### src/rtl/uart_rx_fifo.sv
`default_nettype none
// ============================================================================
// Module   : uart_rx_fifo
// Brief    : UART receive buffer. Circular byte FIFO between the receiver and
//            the APB read path. Provides a level interrupt, a character
//            timeout interrupt paced by the baud divisor, and a sticky overrun
//            flag.
// Revision : 1.0 - initial release
// ============================================================================
module uart_rx_fifo #(
  parameter int DATA_WIDTH       = 8,
  parameter int BUFFER_DEPTH     = 16,
  parameter int LOG_BUFFER_DEPTH = $clog2(BUFFER_DEPTH)
) (
  input  logic                        clk_i,
  input  logic                        rstn_i,
  input  logic                        clr_i,
  input  logic [DATA_WIDTH-1:0]       data_i,
  input  logic                        valid_i,
  output logic                        ready_o,
  output logic [DATA_WIDTH-1:0]       data_o,
  output logic                        valid_o,
  input  logic                        ready_i,
  output logic [LOG_BUFFER_DEPTH:0]   elements_o,
  input  logic [15:0]                 cfg_div_i,
  input  logic [1:0]                  cfg_trig_i,
  output logic                        irq_thr_o,
  output logic                        irq_timeout_o,
  output logic                        overrun_o
);

  localparam int CW = LOG_BUFFER_DEPTH + 1;

  localparam logic [CW-1:0] c_DEPTH    = CW'(BUFFER_DEPTH);
  localparam logic [CW-1:0] c_ONE      = CW'(1);
  localparam logic [CW-1:0] c_THR_QTR  = CW'(BUFFER_DEPTH / 4);
  localparam logic [CW-1:0] c_THR_HALF = CW'(BUFFER_DEPTH / 2);
  localparam logic [CW-1:0] c_THR_HIGH = CW'(BUFFER_DEPTH - 2);
  // Four 10-bit characters worth of bit periods.
  localparam logic [5:0]    c_BITS_MAX = 6'd40;

  logic [DATA_WIDTH-1:0]       r_mem [BUFFER_DEPTH];
  logic [LOG_BUFFER_DEPTH-1:0] r_wr_ptr;
  logic [LOG_BUFFER_DEPTH-1:0] r_rd_ptr;
  logic [CW-1:0]               r_count;
  logic                        r_overrun;
  logic [15:0]                 r_presc;
  logic [5:0]                  r_bits;
  logic                        r_irq_timeout;

  logic          w_push;
  logic          w_pop;
  logic          w_empty;
  logic          w_full;
  logic          w_write;
  logic          w_drop;
  logic          w_tmo_rst;
  logic          w_tick;
  logic [CW-1:0] w_thr;

  // The receiver is never stalled; a byte that does not fit is dropped.
  assign ready_o = 1'b1;

  assign w_empty = (r_count == '0);
  assign w_full  = (r_count == c_DEPTH);
  assign w_push  = valid_i & ready_o;
  assign w_pop   = ~w_empty & ready_i;
  // A simultaneous pop frees the slot, so a full FIFO still accepts then.
  assign w_write = w_push & (~w_full | w_pop);
  assign w_drop  = w_push & w_full & ~w_pop;

  assign data_o     = r_mem[r_rd_ptr];
  assign valid_o    = ~w_empty;
  assign elements_o = r_count;

  // Threshold decode for the level interrupt.
  always_comb begin
    w_thr = c_ONE;
    case (cfg_trig_i)
      2'b00:   w_thr = c_ONE;
      2'b01:   w_thr = c_THR_QTR;
      2'b10:   w_thr = c_THR_HALF;
      default: w_thr = c_THR_HIGH;
    endcase
  end

  assign irq_thr_o = (r_count >= w_thr);

  // Byte storage; contents need no reset since the pointers define validity.
  always_ff @(posedge clk_i) begin
    if (w_write && !clr_i) begin
      r_mem[r_wr_ptr] <= data_i;
    end
  end

  // Pointers and fill count; flush wins over any push or pop.
  always_ff @(posedge clk_i or negedge rstn_i) begin
    if (!rstn_i) begin
      r_wr_ptr <= '0;
      r_rd_ptr <= '0;
      r_count  <= '0;
    end else if (clr_i) begin
      r_wr_ptr <= '0;
      r_rd_ptr <= '0;
      r_count  <= '0;
    end else begin
      if (w_write) begin
        r_wr_ptr <= r_wr_ptr + 1'b1;
      end
      if (w_pop) begin
        r_rd_ptr <= r_rd_ptr + 1'b1;
      end
      if (w_write && !w_pop) begin
        r_count <= r_count + c_ONE;
      end else if (!w_write && w_pop) begin
        r_count <= r_count - c_ONE;
      end
    end
  end

  // Sticky overrun, set by a dropped byte and cleared only by flush.
  always_ff @(posedge clk_i or negedge rstn_i) begin
    if (!rstn_i) begin
      r_overrun <= 1'b0;
    end else if (clr_i) begin
      r_overrun <= 1'b0;
    end else if (w_drop) begin
      r_overrun <= 1'b1;
    end
  end

  assign overrun_o = r_overrun;

  // Any FIFO activity, a flush or an empty FIFO restarts the idle timer.
  assign w_tmo_rst = w_push | w_pop | clr_i | w_empty;
  // Equality compare: lowering the divisor mid-count wraps through 0xFFFF.
  assign w_tick    = (r_presc == cfg_div_i);

  // Bit-period prescaler and saturating bit-period counter.
  always_ff @(posedge clk_i or negedge rstn_i) begin
    if (!rstn_i) begin
      r_presc <= '0;
      r_bits  <= '0;
    end else if (w_tmo_rst) begin
      r_presc <= '0;
      r_bits  <= '0;
    end else if (w_tick) begin
      r_presc <= '0;
      if (r_bits != c_BITS_MAX) begin
        r_bits <= r_bits + 6'd1;
      end
    end else begin
      r_presc <= r_presc + 16'd1;
    end
  end

  // Registered timeout interrupt; activity clears it on the following edge.
  always_ff @(posedge clk_i or negedge rstn_i) begin
    if (!rstn_i) begin
      r_irq_timeout <= 1'b0;
    end else if (clr_i || w_push || w_pop) begin
      r_irq_timeout <= 1'b0;
    end else if ((r_bits == c_BITS_MAX) && !w_empty) begin
      r_irq_timeout <= 1'b1;
    end
  end

  assign irq_timeout_o = r_irq_timeout;

endmodule
`default_nettype wire
### config.mk
export PLATFORM = sky130hd
export DESIGN_NAME = uart_rx_fifo
export DESIGN_NICKNAME = d
export VERILOG_FILES = /design/src/rtl/uart_rx_fifo.sv
export SDC_FILE = /design/constraint.sdc
export NUM_CORES = 1
export LEC_CHECK = 0
export ABC_AREA = 1
export ABC_CLOCK_PERIOD_IN_PS = 2800
export CAP_MARGIN = 10
export CELL_PAD_IN_SITES_DETAIL_PLACEMENT = 0
export CELL_PAD_IN_SITES_GLOBAL_PLACEMENT = 1
export CORE_UTILIZATION = 28
export DETAILED_ROUTE_END_ITERATION = 10
export GPL_TIMING_DRIVEN = 0
export HOLD_SLACK_MARGIN = 0.15
export PLACE_DENSITY = 0.57
export SYNTH_ARGS = -nofsm -noshare
export SYNTH_HDL_FRONTEND = slang
export SYNTH_SLANG_ARGS = --single-unit
### constraint.sdc
create_clock -name clk_i -period 2.8 [get_ports clk_i]
set_input_delay 0.42 -clock clk_i [delete_from_list [all_inputs] [get_ports clk_i]]
set_output_delay 0.42 -clock clk_i [all_outputs]
set_load 0.01 [all_outputs]
Word-level counts from Yosys, hierarchy flattened
Memories as Yosys holds them, arrays and structs flattened.
Cells that the tools add are included.
{ "word_totals": {"elab_cells": 71, "mem_count": 1, "latch_bits": 0, "inputBits": 31, "out_inout_bits": 18, "mem_bits_ro": 0, "mem_bits_rw": 128, "ff_bits": 37} }
{ "memory_table": {"columns": ["name", "depth", "word_bits", "read_ports", "rd_clocked_by_memory_dff", "wr", "line_no", "text"], "rows": [
  ["r_mem", 16, 8, 1, 0, 1, "42", "logic [DATA_WIDTH-1:0] r_mem [BUFFER_DEPTH];"]
]} }
{ "op_classes": {"n_reduce_logical": 20, "n_div": 0, "order_cmp": 1, "n_eq_ne": 6, "bitwise_logic": 11, "n_shift": 0, "multipliers": 0, "addsub": 6, "muxes": 19} }
{ "ops": {"columns": ["op", "count"], "rows": [
  ["2-to-1 mux 16 bit", 2],
  ["2-to-1 mux 6 bit", 3],
  ["adder 16 x 1 -> 16 bit (second input constant)", 1],
  ["== test 16 bit", 1],
  ["2-to-1 mux 4 bit", 4],
  ["2-to-1 mux 5 bit", 3],
  ["one-hot mux 4 bit (3 select lines)", 1],
  ["nonzero test 2 bit", 6],
  ["adder 4 x 1 -> 4 bit (second input constant)", 2],
  ["adder 6 x 1 -> 6 bit (second input constant)", 1],
  ["== test 6 bit (second input constant)", 1],
  ["2-to-1 mux 1 bit", 6],
  ["inequality test 6 bit (second input constant)", 1],
  ["adder 5 x 1 -> 5 bit (second input constant)", 1],
  ["== test 5 bit (second input constant)", 1],
  [">= comparator 5 bit", 1],
  ["logical NOT 5 bit", 1],
  ["subtractor 5 x 1 -> 5 bit (second input constant)", 1],
  ["bitwise AND 1 bit", 4],
  ["logical AND 1 bit", 4],
  ["logical NOT 1 bit", 4],
  ["OR 1 bit", 4],
  ["NOT 1 bit", 3],
  ["nonzero test 3 bit", 1],
  ["other kinds (5)", 6]
]} }

Longest topological paths before layout
Gate-level depths: netlist of run 1.
{ "depth": {"word_depth": 10, "depth_mapped": 11} }

Worst setup path before layout of run 1
OpenSTA, ideal clock, no wires.
{ "synth_timing": {"path_kind": "flip-flop to flip-flop", "startpoint": "reg r_count[1], in the netlist elements_o[1]", "endpoint": "reg r_count[4], in the netlist elements_o[4]", "setup_time_ns": 0.118, "setup_slack_ns": 0.665, "arrival_time_ns": 2.016, "synth_period_minus_slack_ns": 2.135, "path_buffers": 0, "path_stages_with_launch": 11, "path_cell_list": "dfrtp_1 nor2_1 nand3_2 nand2_4 nand3_2 ha_1 a21o_1 a31oi_1 nand3_1 nand3_1 nand2_1"} }
{ "synth_via": {"elab_chain_len": 8} }
{ "synth_lines": {"columns": ["element", "line_no", "text"], "rows": [
  ["start, declared", "45", "logic [CW-1:0] r_count;"],
  ["start signal, assigned", "114", "r_count <= r_count + c_ONE;"],
  ["start signal, assigned", "116", "r_count <= r_count - c_ONE;"],
  ["logical NOT 5 bit (*)", "64", "assign w_empty = (r_count == '0);"],
  ["NOT 1 bit (*)", null, null],
  ["named net valid_o", "22", "output logic valid_o,"],
  ["bitwise AND 1 bit (*)", "67", "assign w_pop = ~w_empty & ready_i;"],
  ["OR 1 bit", "69", "assign w_write = w_push & (~w_full | w_pop);"],
  ["bitwise AND 1 bit", "69", null],
  ["logical AND 1 bit or logical NOT 1 bit (tied branches)", "113, 115", null],
  ["2-to-1 mux 5 bit or logical AND 1 bit (tied branches)", "113, 115", null],
  ["2-to-1 mux 5 bit or nonzero test 3 bit (tied branches)", null, null]
]} }
The timed path passes the listed nets; every way through them passes the cells marked *. The select of a mux whose other input is x is not followed.
A chain may end at the register's enable or synchronous reset.

Worst setup path after layout of run 1
{ "layout_timing": {"startpoint": "in clr_i", "endpoint": "mem r_mem[2][3] (enable)"} }
{ "layout_via": {"elab_chain_len": 4} }
{ "layout_lines": {"columns": ["element", "line_no", "text"], "rows": [
  ["start, declared", "17", "input logic clr_i,"],
  ["logical NOT 1 bit", "91", "if (w_write && !clr_i) begin"],
  ["logical AND 1 bit", "91", null],
  ["2-to-1 mux 1 bit", "91", null],
  ["2-to-1 mux 1 bit (not written as such)", "92", "r_mem[r_wr_ptr] <= data_i;"],
  ["end, declared", "42", null]
]} }
Every way passes these cells.

==> results of run 1 <==
-- synthesized netlist by cell type, drive strengths merged, types with 6 or more instances --
master | n | share of area (%)
o221ai | 28 | 3.2
o21ai | 70 | 4.6
edfxtp | 128 | 51
inv | 53 | 2.6
clkbuf | 16 | 0.79
nand3 | 46 | 3.2
a21oi | 6 | 0.54
nand2 | 114 | 6.0
ha | 16 | 2.6
dfrtp | 37 | 12
nor2 | 139 | 7.1
nand4 | 6 | 0.49
xor2 | 12 | 1.4
nor3 | 16 | 1.3
buf | 12 | 1.1
-- final cells by class --
cell class / count / area share, %
Tap cell: 335 / 4.50
Timing Repair Buffer: 53 / 5.53
Inverter: 54 / 2.19
Clock inverter: 15 / 2.38
Multi-Input combinational cell: 475 / 27.2
Buffer: 28 / 2.47
Sequential cell: 165 / 51.2
Clock buffer: 17 / 4.56
-- registers in the layout, summed over array words and instances (netlist names) --
register	count
r_mem	128
r_presc	16
r_bits	6
elements_o	5
r_rd_ptr	4
r_wr_ptr	4
irq_timeout_o	1
overrun_o	1
-- cell families (layout without fill, tap and decap cells) --
logic type / Yosys count / count (layout) / synth area share (%)
and+or+nand+nor: 323 / 323 / 18.3
DFF: 165 / 165 / 62.7
AOI/OAI and AO/OA: 119 / 119 / 9.77
buffers and inverters: 82 / 167 / 4.54
adders and majority gates: 17 / 17 / 2.90
xor gates and xnor gates: 15 / 15 / 1.73
other: 1 / 1 / 0.0493
-- path summary, 6_finish.rpt --
path                                     to  slack, ns  depth (start not counted)
worst min-delay path             r_presc[5]       0.32                          2
worst max register to register  r_mem[2][3]       0.29                          8
worst max-delay path            r_mem[2][3]        0.1                          5
worst min register to register    overrun_o       0.50                          2
max in group asynchronous       r_rd_ptr[1]       2.03                          3
min in group clk_i                overrun_o       0.50                          2
-- metrics by stage --
stage               worst slack [ns]  cells  utilization, %  TNS, ns
CTS                           0.0235   1140            35.3        0
detailed placement            -0.370   1105            32.3   -32.34
global placement              -0.373   1104            32.2   -30.19
floorplan                      0.665    722               -        0
finish                        0.0955   1142            35.4        0
global route                -0.00999   1142            35.4  -0.0634
-- layer usage --
metal	vias up	wire length, um	global-route usage [%]
li1	2659	-	-
met1	2622	10100	21.8
met2	126	9480	25.0
met3	15	929	3.23
met4	0	214	4.27
met5	-	0	0
-- cell usage in the layout, fill, tap and decap left out, types with 3 or more instances in the layout --
cell / count
sky130_fd_sc_hd__edfxtp_1: 128
sky130_fd_sc_hd__o21ai_0: 66
sky130_fd_sc_hd__inv_1: 46
sky130_fd_sc_hd__ha_1: 16
sky130_fd_sc_hd__nand2_1: 109
sky130_fd_sc_hd__nand4_1: 6
sky130_fd_sc_hd__dfrtp_2: 3
sky130_fd_sc_hd__clkbuf_2: 9
sky130_fd_sc_hd__clkbuf_4: 5
sky130_fd_sc_hd__nor2_1: 136
sky130_fd_sc_hd__clkbuf_16: 17
sky130_fd_sc_hd__xor2_1: 12
sky130_fd_sc_hd__nand3_1: 40
sky130_fd_sc_hd__a21oi_1: 5
sky130_fd_sc_hd__o211ai_1: 5
sky130_fd_sc_hd__nand2_4: 3
sky130_fd_sc_hd__clkdlybuf4s50_1: 38
sky130_fd_sc_hd__dlygate4sd2_1: 8
sky130_fd_sc_hd__clkinv_8: 4
sky130_fd_sc_hd__nor3_2: 4
sky130_fd_sc_hd__nand3_2: 6
sky130_fd_sc_hd__buf_8: 6
sky130_fd_sc_hd__buf_4: 6
sky130_fd_sc_hd__xnor2_1: 3
sky130_fd_sc_hd__inv_2: 7
sky130_fd_sc_hd__o21ai_1: 4
sky130_fd_sc_hd__dfrtp_1: 34
sky130_fd_sc_hd__o22ai_1: 4
sky130_fd_sc_hd__nor3_1: 12
sky130_fd_sc_hd__buf_2: 4
sky130_fd_sc_hd__inv_8: 7
sky130_fd_sc_hd__o221ai_2: 4
sky130_fd_sc_hd__o221ai_1: 24
-- where the power goes --
part           switching, mW  internal (mW)  leakage (nW)
sequential            0.0913           2.72          1.66
clock                   1.16           1.39         0.317
combinational           1.27          0.783          1.53
total                   2.52           4.89          3.51
-- worst reg2reg max path, stage by stage (launching register included) --
cell and delay [ns]:
sky130_fd_sc_hd__dfrtp_1 0.50, sky130_fd_sc_hd__nor2_2 0.08, sky130_fd_sc_hd__nand3_2 0.12, sky130_fd_sc_hd__nand2_4 0.10
sky130_fd_sc_hd__inv_2 0.14, sky130_fd_sc_hd__nor2_4 0.06, sky130_fd_sc_hd__nor2_4 0.16, sky130_fd_sc_hd__nand2_1 0.14
sky130_fd_sc_hd__nor2_1 0.84
-- what timing repair did --
item | CTS | global route
endpoints found under the hold margin | 37 | 0
setup endpoints to repair | 8 | 15
gates resized for setup | 54 | 5
pin swaps | 14 | 3
buffers inserted | 2 | 2
hold buffers | 1 | 0
==> flow_results.xml, run 1 <==
<?xml version="1.0" encoding="UTF-8"?>
<metrics>
  <group name="timing">
    <metric name="worstMarginPinSlew" unit="ns">1.09</metric>
    <metric name="fmax" unit="MHz">370</metric>
    <metric name="rsz_0062_raised_after_global_routing" unit="">true</metric>
    <metric name="fin_worst_hold_slack" unit="ns">0.319</metric>
    <metric name="finalHoldViolations" unit="">0</metric>
    <metric name="max-slew-margin-rel" unit="%">27.2</metric>
    <metric name="timing.final.setup_violations" unit="">0</metric>
    <metric name="slew_violations" unit="">0</metric>
    <metric name="min_period" unit="ns">2.70</metric>
    <metric name="worst_clock_skew" unit="ns">0.0193</metric>
    <metric name="final.period_utilization" unit="%">96.6</metric>
  </group>
  <group name="global_routing">
    <metric name="antenna_found_initial" unit="">0</metric>
    <metric name="grt_remaining_overflow" unit="">0</metric>
    <metric name="via_count_of_the_first_global_routing_pass" unit="">5367</metric>
    <metric name="largest_net_degree_at_the_start_of_global_routing" unit="">34</metric>
    <metric name="first_pass_grt_wire_length" unit="mm">32.3</metric>
    <metric name="grt_usage" unit="%">15.8</metric>
  </group>
  <group name="routing">
    <metric name="detailroute.via_count" unit="">5422</metric>
    <metric name="detailedRoute.firstIterationViolations" unit="">420</metric>
    <metric name="routed_wire_length" unit="mm">20.7</metric>
    <metric name="routedWlPerCell" unit="um">18.1</metric>
    <metric name="via_per_inst" unit="">4.75</metric>
    <metric name="postRouteAntennaNets" unit="">0</metric>
    <metric name="drc" unit="">0</metric>
    <metric name="drt_first_pass_iters" unit="">6</metric>
  </group>
  <group name="setup_path">
    <metric name="crit-reg2reg-launch" unit="">elements_o[2]</metric>
    <metric name="max_fanout_on_critical_path" unit="">10</metric>
    <metric name="worstSetupEndpointType" unit="">flop</metric>
    <metric name="timing_worst_setup_path_type" unit="">primary input to flop</metric>
    <metric name="timing.critical_path.max_delay_family" unit="">buffers and inverters</metric>
    <metric name="cp.buffers_inverters" unit="">3</metric>
    <metric name="critPathLaunch" unit="">clr_i</metric>
    <metric name="worstSetupStartpointType" unit="">primary input</metric>
    <metric name="critPathRequiredTime" unit="ns">2.86</metric>
    <metric name="slowest_delay" unit="ns">0.88</metric>
    <metric name="worst_ep_arrival_time" unit="ns">2.77</metric>
    <metric name="path_cells" unit="">clkdlybuf4s50_1 -&gt; inv_1 -&gt; clkbuf_1 -&gt; nand3_1 -&gt; nor2_1</metric>
    <metric name="critPathSlowestCell" unit="">sky130_fd_sc_hd__nor2_1</metric>
  </group>
  <group name="clock_tree">
    <metric name="cts_tree" unit="">done</metric>
    <metric name="clkSlewWorstSetupHoldPaths" unit="ns">0.08</metric>
    <metric name="cts_max_level" unit="">4</metric>
    <metric name="largest_buffer_count_on_any_clock_path" unit="">2</metric>
    <metric name="cts.sinks" unit="">165</metric>
    <metric name="cts_made_buffers" unit="">17</metric>
    <metric name="root_buffer" unit="">sky130_fd_sc_hd__clkbuf_16</metric>
    <metric name="clock_latency" unit="ns">0.45</metric>
  </group>
  <group name="logic_synthesis">
    <metric name="yosysSeqAreaShare" unit="%">62.7</metric>
    <metric name="syn_inst" unit="">722</metric>
    <metric name="yosys.cell_types.count" unit="">40</metric>
    <metric name="synth_fp_nets" unit="">770</metric>
    <metric name="synth_edf_count" unit="">128</metric>
    <metric name="ys_seq_elements" unit="">165</metric>
    <metric name="yosysWarningCount" unit="">0</metric>
    <metric name="yosys_most_used_dff" unit="">sky130_fd_sc_hd__edfxtp_1</metric>
    <metric name="syn_area" unit="um2">7610</metric>
    <metric name="async_flop_share" unit="%">22.4</metric>
    <metric name="syn_avg_cell_area" unit="um2">10.5</metric>
  </group>
  <group name="final_layout">
    <metric name="insertedDiodeCount" unit="">0</metric>
    <metric name="final_cell_area" unit="um2">9320</metric>
    <metric name="final.fill_count" unit="">2627</metric>
    <metric name="final-seq-area" unit="um2">4770</metric>
    <metric name="area_used_by_multi_input_combinational_logic" unit="um2">2530</metric>
    <metric name="drive_gt1_share" unit="%">12.1</metric>
    <metric name="number_of_nets_in_the_finished_design" unit="">842</metric>
    <metric name="syn_to_final_growth" unit="%">22.5</metric>
  </group>
  <group name="placed_design">
    <metric name="port-buffer-count" unit="">47</metric>
    <metric name="gp_routability_congestion" unit="">0.759</metric>
    <metric name="place_area" unit="um2">8510</metric>
    <metric name="hpwl" unit="mm">13.8</metric>
  </group>
  <group name="power">
    <metric name="report.power.total" unit="mW">7.41</metric>
    <metric name="power_density" unit="nW/um2">795</metric>
    <metric name="power.static_leakage" unit="nW">3.51</metric>
    <metric name="maximum_resistive_drop_on_vdd" unit="uV">513</metric>
  </group>
  <group name="worst_hold_path">
    <metric name="worstHoldPathType" unit="">primary input to async pin</metric>
  </group>
  <group name="status">
    <metric name="status" unit="">finished, final reports clean</metric>
  </group>
  <group name="die">
    <metric name="die_w" unit="um">167</metric>
    <metric name="io_pins" unit="">49</metric>
    <metric name="fp.dieArea" unit="um2">27800</metric>
    <metric name="area_of_the_core" unit="um2">26400</metric>
    <metric name="initial_core_util" unit="%">28.9</metric>
    <metric name="die_height" unit="um">167</metric>
    <metric name="number_of_placement_rows" unit="">59</metric>
  </group>
  <group name="job">
    <metric name="cap_violations" unit="">0</metric>
  </group>
</metrics>
No activity file was read; power rests on OpenSTA's default activity.
==> run 2, diff against run 1 <==
Settings changed: ABC_CLOCK_PERIOD_IN_PS 2800 to unset, CORE_UTILIZATION 28 to 30, PLACE_DENSITY 0.57 to 0.6, SETUP_SLACK_MARGIN set to 0.1.
==> run 2 against run 1 <==
Clock skew shrank 0.0095 ns. Utilization rose by 2.4 points. Die area down 6.6%. Sequential power is essentially flat. Non-clock buffer count is 1 lower. Largest cell class unchanged. Largest power group unchanged.
==> flow_results.xml, run 2 (same netlist as run 1, synthesis figures left out) <==
<?xml version="1.0" encoding="UTF-8"?>
<metrics>
  <group name="placed_design">
    <metric name="hpwl" unit="mm">13.9</metric>
    <metric name="port-buffer-count" unit="">47</metric>
    <metric name="pre_cts_ws" unit="ns">-0.352</metric>
    <metric name="place_area" unit="um2">8500</metric>
    <metric name="gp_routability_congestion" unit="">0.772</metric>
  </group>
  <group name="timing">
    <metric name="slew_violations" unit="">0</metric>
    <metric name="timing.final.setup_violations" unit="">0</metric>
    <metric name="rsz_0062_raised_after_global_routing" unit="">true</metric>
    <metric name="fmax" unit="MHz">382</metric>
    <metric name="worst_clock_skew" unit="ns">0.00979</metric>
    <metric name="worstMarginPinSlew" unit="ns">0.926</metric>
    <metric name="min_period" unit="ns">2.61</metric>
    <metric name="final.setup.worst_slack" unit="ns">0.186</metric>
    <metric name="finalHoldViolations" unit="">0</metric>
    <metric name="final.period_utilization" unit="%">93.4</metric>
    <metric name="max-slew-margin-rel" unit="%">38.0</metric>
  </group>
  <group name="die">
    <metric name="die_w" unit="um">161</metric>
    <metric name="die_height" unit="um">161</metric>
    <metric name="number_of_placement_rows" unit="">57</metric>
    <metric name="io_pins" unit="">49</metric>
    <metric name="fp.dieArea" unit="um2">26000</metric>
    <metric name="initial_core_util" unit="%">30.9</metric>
    <metric name="area_of_the_core" unit="um2">24600</metric>
  </group>
  <group name="routing">
    <metric name="routedWlPerCell" unit="um">18.0</metric>
    <metric name="detailedRoute.firstIterationViolations" unit="">428</metric>
    <metric name="detailroute.via_count" unit="">5429</metric>
    <metric name="drc" unit="">0</metric>
    <metric name="drt_first_pass_iters" unit="">5</metric>
    <metric name="postRouteAntennaNets" unit="">0</metric>
    <metric name="routed_wire_length" unit="mm">20.4</metric>
    <metric name="via_per_inst" unit="">4.80</metric>
  </group>
  <group name="global_routing">
    <metric name="antenna_found_initial" unit="">0</metric>
    <metric name="via_count_of_the_first_global_routing_pass" unit="">5465</metric>
    <metric name="grt_usage" unit="%">16.7</metric>
    <metric name="grt_remaining_overflow" unit="">0</metric>
    <metric name="first_pass_grt_wire_length" unit="mm">32.1</metric>
    <metric name="largest_net_degree_at_the_start_of_global_routing" unit="">31</metric>
  </group>
  <group name="power">
    <metric name="switchingPower" unit="mW">2.34</metric>
    <metric name="power_density" unit="nW/um2">790</metric>
    <metric name="clkPwrFrac" unit="%">34.6</metric>
    <metric name="p_comb_share" unit="%">27.2</metric>
    <metric name="power.share.sequential" unit="%">38.2</metric>
    <metric name="swShare" unit="%">31.8</metric>
    <metric name="maximum_resistive_drop_on_vdd" unit="uV">426</metric>
    <metric name="cellInternalPower" unit="mW">5.02</metric>
    <metric name="power.static_leakage" unit="nW">3.50</metric>
  </group>
  <group name="final_layout">
    <metric name="syn_to_final_growth" unit="%">22.3</metric>
    <metric name="layout_common_cells" unit="">134 x sky130_fd_sc_hd__nor2_1, 128 x sky130_fd_sc_hd__edfxtp_1, 109 x sky130_fd_sc_hd__nand2_1, 66 x sky130_fd_sc_hd__o21ai_0, 46 x sky130_fd_sc_hd__inv_1</metric>
    <metric name="drive_gt1_share" unit="%">12.4</metric>
    <metric name="number_of_nets_in_the_finished_design" unit="">841</metric>
    <metric name="number_of_flip_flops_in_the_largest_register" unit="">128</metric>
    <metric name="layout.core_utilization" unit="%">37.8</metric>
    <metric name="insertedDiodeCount" unit="">0</metric>
    <metric name="mostFrequentLayoutCell" unit="">sky130_fd_sc_hd__nor2_1</metric>
    <metric name="largest-register" unit="">r_mem</metric>
    <metric name="final_cell_area" unit="um2">9300</metric>
    <metric name="largestRegisters" unit="">r_mem x128, r_presc x16, r_bits x6</metric>
  </group>
  <group name="worst_hold_path">
    <metric name="worstHoldPathType" unit="">primary input to async pin</metric>
  </group>
  <group name="setup_path">
    <metric name="critPathRequiredTime" unit="ns">2.38</metric>
    <metric name="timing_worst_setup_path_type" unit="">flop to output pin</metric>
    <metric name="max_fanout_on_critical_path" unit="">10</metric>
    <metric name="worstSetupEndpointType" unit="">output pin</metric>
    <metric name="worstSetupStartpointType" unit="">flop</metric>
    <metric name="r2r_setup_slack" unit="ns">0.35</metric>
    <metric name="worst_ep_arrival_time" unit="ns">2.19</metric>
  </group>
  <group name="clock_tree">
    <metric name="clock_latency" unit="ns">0.43</metric>
    <metric name="clkSlewWorstSetupHoldPaths" unit="ns">0.06</metric>
    <metric name="root_buffer" unit="">sky130_fd_sc_hd__clkbuf_16</metric>
    <metric name="cts.sinks" unit="">165</metric>
    <metric name="cts_max_level" unit="">4</metric>
    <metric name="cts_tree" unit="">done</metric>
    <metric name="largest_buffer_count_on_any_clock_path" unit="">2</metric>
    <metric name="cts_made_buffers" unit="">17</metric>
  </group>
  <group name="job">
    <metric name="cap_violations" unit="">0</metric>
  </group>
  <group name="status">
    <metric name="status" unit="">finished, final reports clean</metric>
  </group>
</metrics>
-- run 2: per-layer routing --
layer / share of wire, % / vias to the layer above / global-route usage (%)
li1: - / 2659 / -
met1: 46 / 2620 / 21.9
met2: 48 / 123 / 27.7
met3: 3.7 / 27 / 3.34
met4: 1.6 / 0 / 4.80
met5: 0 / - / 0
-- run 2: final cells by class --
class,instances,area [um2]
clock buffer,19,443
clock inverter,13,194
tap,324,405
fill,2456,15300
multi-input combinational,475,2550
inverter,54,204
buffer,28,223
timing repair buffer,52,513
sequential,165,4770
-- run 2: power by group through the flow --
stage	Sequential [mW]	Combinational, mW	Clock (mW)
floorplan	2.84	1.10	0
global placement	2.86	1.89	0
detailed placement	2.86	1.90	0
CTS	2.81	2.00	2.59
global route	2.82	2.23	2.67
finish	2.81	2.00	2.54
-- run 2: stage by stage --
| step | cells | power, mW | setup TNS (ns) | hold slack (ns) |
|---|---|---|---|---|
| 2_1_floorplan | 722 | 3.94 | 0 | 0.124 |
| 3_3_place_gp | 1093 | 4.75 | -15.49 | 0.481 |
| 3_5_place_dp | 1094 | 4.76 | -16.79 | 0.293 |
| 4_1_cts | 1129 | 7.41 | -0.118 | 0.363 |
| 5_1_grt | 1130 | 7.73 | 0 | 0.382 |
| 6_report | 1130 | 7.35 | 0 | 0.370 |
-- run 2: path summary, 6_finish.rpt --
check	endpoint	cells after the start	start
worst max-delay path	data_o[0]	9	r_rd_ptr[0]
worst min-delay path	r_presc[7]	2	rstn_i
worst max register to register	r_mem[2][4]	8	elements_o[1]
worst min register to register	overrun_o	2	overrun_o
max in group asynchronous	r_rd_ptr[1]	3	rstn_i
min in group clk_i	overrun_o	2	overrun_o
-- run 2: timing repair --
| item | in CTS | in global routing |
|---|---|---|
| gates resized for setup | 52 | 19 |
| hold buffers | 1 | 0 |
| endpoints found under the setup margin | 9 | 41 |
| hold endpoints to repair | 37 | 0 |
| setup buffers | 2 | 1 |
| pin swaps | 10 | 10 |
-- run 2: worst max-delay path, stage by stage, from the launching register on --
cell,delay [ns]
sky130_fd_sc_hd__dfrtp_1,0.41
sky130_fd_sc_hd__buf_6,0.16
sky130_fd_sc_hd__inv_2,0.06
sky130_fd_sc_hd__buf_8,0.15
sky130_fd_sc_hd__buf_8,0.15
sky130_fd_sc_hd__o21ai_0,0.08
sky130_fd_sc_hd__o221ai_1,0.25
sky130_fd_sc_hd__nand3_2,0.15
sky130_fd_sc_hd__nand2_1,0.08
sky130_fd_sc_hd__dlygate4sd2_1,0.26
==> run 3, diff against run 2 <==
Settings changed: PLACE_DENSITY 0.6 to 0.56.
==> run 3 against run 2 <==
Sequential share of layout area is 0.38 points higher. Fmax is 2.1% lower. Largest power group unchanged. Highest routed layer unchanged. Critical endpoint is now data_o[3]. Flip-flop and latch count did not move.
==> flow_results.xml, run 3 (same netlist as run 1, synthesis figures left out) <==
<?xml version="1.0" encoding="UTF-8"?>
<metrics>
  <group name="status">
    <metric name="status" unit="">finished, final reports clean</metric>
  </group>
  <group name="global_routing">
    <metric name="grt_usage" unit="%">16.9</metric>
    <metric name="grt_remaining_overflow" unit="">0</metric>
    <metric name="first_pass_grt_wire_length" unit="mm">32.5</metric>
    <metric name="antenna_found_initial" unit="">0</metric>
    <metric name="via_count_of_the_first_global_routing_pass" unit="">5476</metric>
    <metric name="largest_net_degree_at_the_start_of_global_routing" unit="">33</metric>
  </group>
  <group name="placed_design">
    <metric name="hpwl" unit="mm">14.1</metric>
    <metric name="port-buffer-count" unit="">47</metric>
    <metric name="placed_cells" unit="">1094</metric>
    <metric name="place_area" unit="um2">8500</metric>
    <metric name="pre_cts_ws" unit="ns">-0.330</metric>
    <metric name="gp_routability_congestion" unit="">0.813</metric>
  </group>
  <group name="clock_tree">
    <metric name="largest_buffer_count_on_any_clock_path" unit="">2</metric>
    <metric name="cts_max_level" unit="">4</metric>
    <metric name="root_buffer" unit="">sky130_fd_sc_hd__clkbuf_16</metric>
    <metric name="clkSlewWorstSetupHoldPaths" unit="ns">0.07</metric>
    <metric name="cts_tree" unit="">done</metric>
    <metric name="cts_made_buffers" unit="">17</metric>
    <metric name="clock_latency" unit="ns">0.44</metric>
    <metric name="cts.sinks" unit="">165</metric>
  </group>
  <group name="final_layout">
    <metric name="final.fill_count" unit="">2468</metric>
    <metric name="insertedDiodeCount" unit="">0</metric>
    <metric name="mostFrequentLayoutCell" unit="">sky130_fd_sc_hd__nor2_1</metric>
    <metric name="syn_to_final_growth" unit="%">21.5</metric>
    <metric name="layout_common_cells" unit="">133 x sky130_fd_sc_hd__nor2_1, 128 x sky130_fd_sc_hd__edfxtp_1, 109 x sky130_fd_sc_hd__nand2_1, 67 x sky130_fd_sc_hd__o21ai_0, 46 x sky130_fd_sc_hd__inv_1</metric>
    <metric name="final_cell_area" unit="um2">9240</metric>
    <metric name="layoutNonFillerInstCount" unit="">1128</metric>
    <metric name="largest-register" unit="">r_mem</metric>
    <metric name="number_of_nets_in_the_finished_design" unit="">839</metric>
    <metric name="number_of_flip_flops_in_the_largest_register" unit="">128</metric>
    <metric name="largestRegisters" unit="">r_mem x128, r_presc x16, r_bits x6</metric>
    <metric name="drive_gt1_share" unit="%">12.7</metric>
  </group>
  <group name="die">
    <metric name="initial_core_util" unit="%">30.9</metric>
    <metric name="die_height" unit="um">161</metric>
    <metric name="area_of_the_core" unit="um2">24600</metric>
    <metric name="number_of_placement_rows" unit="">57</metric>
    <metric name="fp.dieArea" unit="um2">26000</metric>
    <metric name="io_pins" unit="">49</metric>
    <metric name="die_w" unit="um">161</metric>
  </group>
  <group name="worst_hold_path">
    <metric name="worstHoldPathType" unit="">primary input to async pin</metric>
  </group>
  <group name="routing">
    <metric name="routedWlPerCell" unit="um">18.6</metric>
    <metric name="drt_first_pass_iters" unit="">5</metric>
    <metric name="detailedRoute.firstIterationViolations" unit="">477</metric>
    <metric name="routed_wire_length" unit="mm">21.0</metric>
    <metric name="postRouteAntennaNets" unit="">0</metric>
    <metric name="via_per_inst" unit="">4.86</metric>
    <metric name="drc" unit="">0</metric>
    <metric name="detailroute.via_count" unit="">5487</metric>
  </group>
  <group name="timing">
    <metric name="rsz_0062_raised_after_global_routing" unit="">true</metric>
    <metric name="max-slew-margin-rel" unit="%">33.0</metric>
    <metric name="timing.final.setup_violations" unit="">0</metric>
    <metric name="worstMarginPinSlew" unit="ns">1.00</metric>
    <metric name="min_period" unit="ns">2.67</metric>
    <metric name="final.setup.worst_slack" unit="ns">0.130</metric>
    <metric name="finalHoldViolations" unit="">0</metric>
    <metric name="slew_violations" unit="">0</metric>
    <metric name="fmax" unit="MHz">375</metric>
    <metric name="final.period_utilization" unit="%">95.3</metric>
    <metric name="worst_clock_skew" unit="ns">0.0179</metric>
  </group>
  <group name="setup_path">
    <metric name="timing.critical_path.max_delay_family" unit="">buffers and inverters</metric>
    <metric name="path_cells" unit="">buf_6 -&gt; inv_2 -&gt; clkbuf_4 -&gt; o21ai_0 -&gt; o22ai_2 -&gt; o211ai_1 -&gt; nand2_1 -&gt; dlygate4sd2_1</metric>
    <metric name="slowest_delay" unit="ns">0.42</metric>
    <metric name="cp.buffers_inverters" unit="">4</metric>
    <metric name="critPathRequiredTime" unit="ns">2.38</metric>
    <metric name="worstSetupStartpointType" unit="">flop</metric>
    <metric name="timing_worst_setup_path_type" unit="">flop to output pin</metric>
    <metric name="worstSetupEndpointType" unit="">output pin</metric>
    <metric name="worst_ep_arrival_time" unit="ns">2.25</metric>
    <metric name="critPathSlowestCell" unit="">sky130_fd_sc_hd__dfrtp_2</metric>
    <metric name="max_fanout_on_critical_path" unit="">10</metric>
  </group>
  <group name="job">
    <metric name="cap_violations" unit="">0</metric>
  </group>
  <group name="power">
    <metric name="maximum_resistive_drop_on_vdd" unit="uV">329</metric>
    <metric name="power.static_leakage" unit="nW">3.47</metric>
    <metric name="power_density" unit="nW/um2">774</metric>
  </group>
</metrics>
-- run 3: layout make-up --
type	count	area [um2]	share of cell area, %
inverter	54	204	2.21
multi-input combinational	475	2550	27.6
clock buffer	17	425	4.61
clock inverter	15	158	1.71
timing repair buffer	50	487	5.27
sequential	165	4770	51.7
buffer	28	236	2.56
tap	324	405	4.39
-- run 3: what timing repair did --
item,CTS,global route
hold buffers,1,0
setup endpoints to repair,9,32
hold endpoints to repair,37,0
gates resized for setup,57,18
buffers inserted,0,1
pin swaps,8,13
-- run 3: metal layers --
layer | wire, um | global-route usage, % | vias up
met4 | 294 | 4.85 | 0
met3 | 1250 | 3.70 | 12
met5 | 0 | 0 | -
met2 | 9830 | 27.2 | 165
li1 | - | - | 2660
met1 | 9650 | 22.8 | 2650
-- run 3: metrics by stage --
step                      util, %  setup TNS (ns)  power [mW]  hold slack, ns
after floorplan                 -               0        3.94           0.124
after global placement       34.5          -20.36        4.77           0.499
after detailed placement     34.5          -20.69        4.80           0.272
after CTS                    37.5               0        7.17           0.355
after global routing         37.5        -0.00648        7.50           0.382
final                        37.5               0        7.15           0.358
-- run 3: final timing paths --
| path | start | endpoint | slack [ns] | cells after the start |
|---|---|---|---|---|
| min reg2reg | overrun_o | overrun_o | 0.52 | 2 |
| min | rstn_i | r_bits[0] | 0.36 | 2 |
| max reg2reg | elements_o[1] | r_mem[8][7] | 0.32 | 8 |
| max | r_rd_ptr[0] | data_o[3] | 0.13 | 8 |
| max in group asynchronous | rstn_i | r_rd_ptr[0] | 2.00 | 3 |
| min in group clk_i | overrun_o | overrun_o | 0.52 | 2 |
-- run 3: where the power goes --
group	internal [mW]	switching, mW
sequential	2.72	0.102
combinational	0.771	1.26
clock	1.19	1.10
total	4.68	2.47
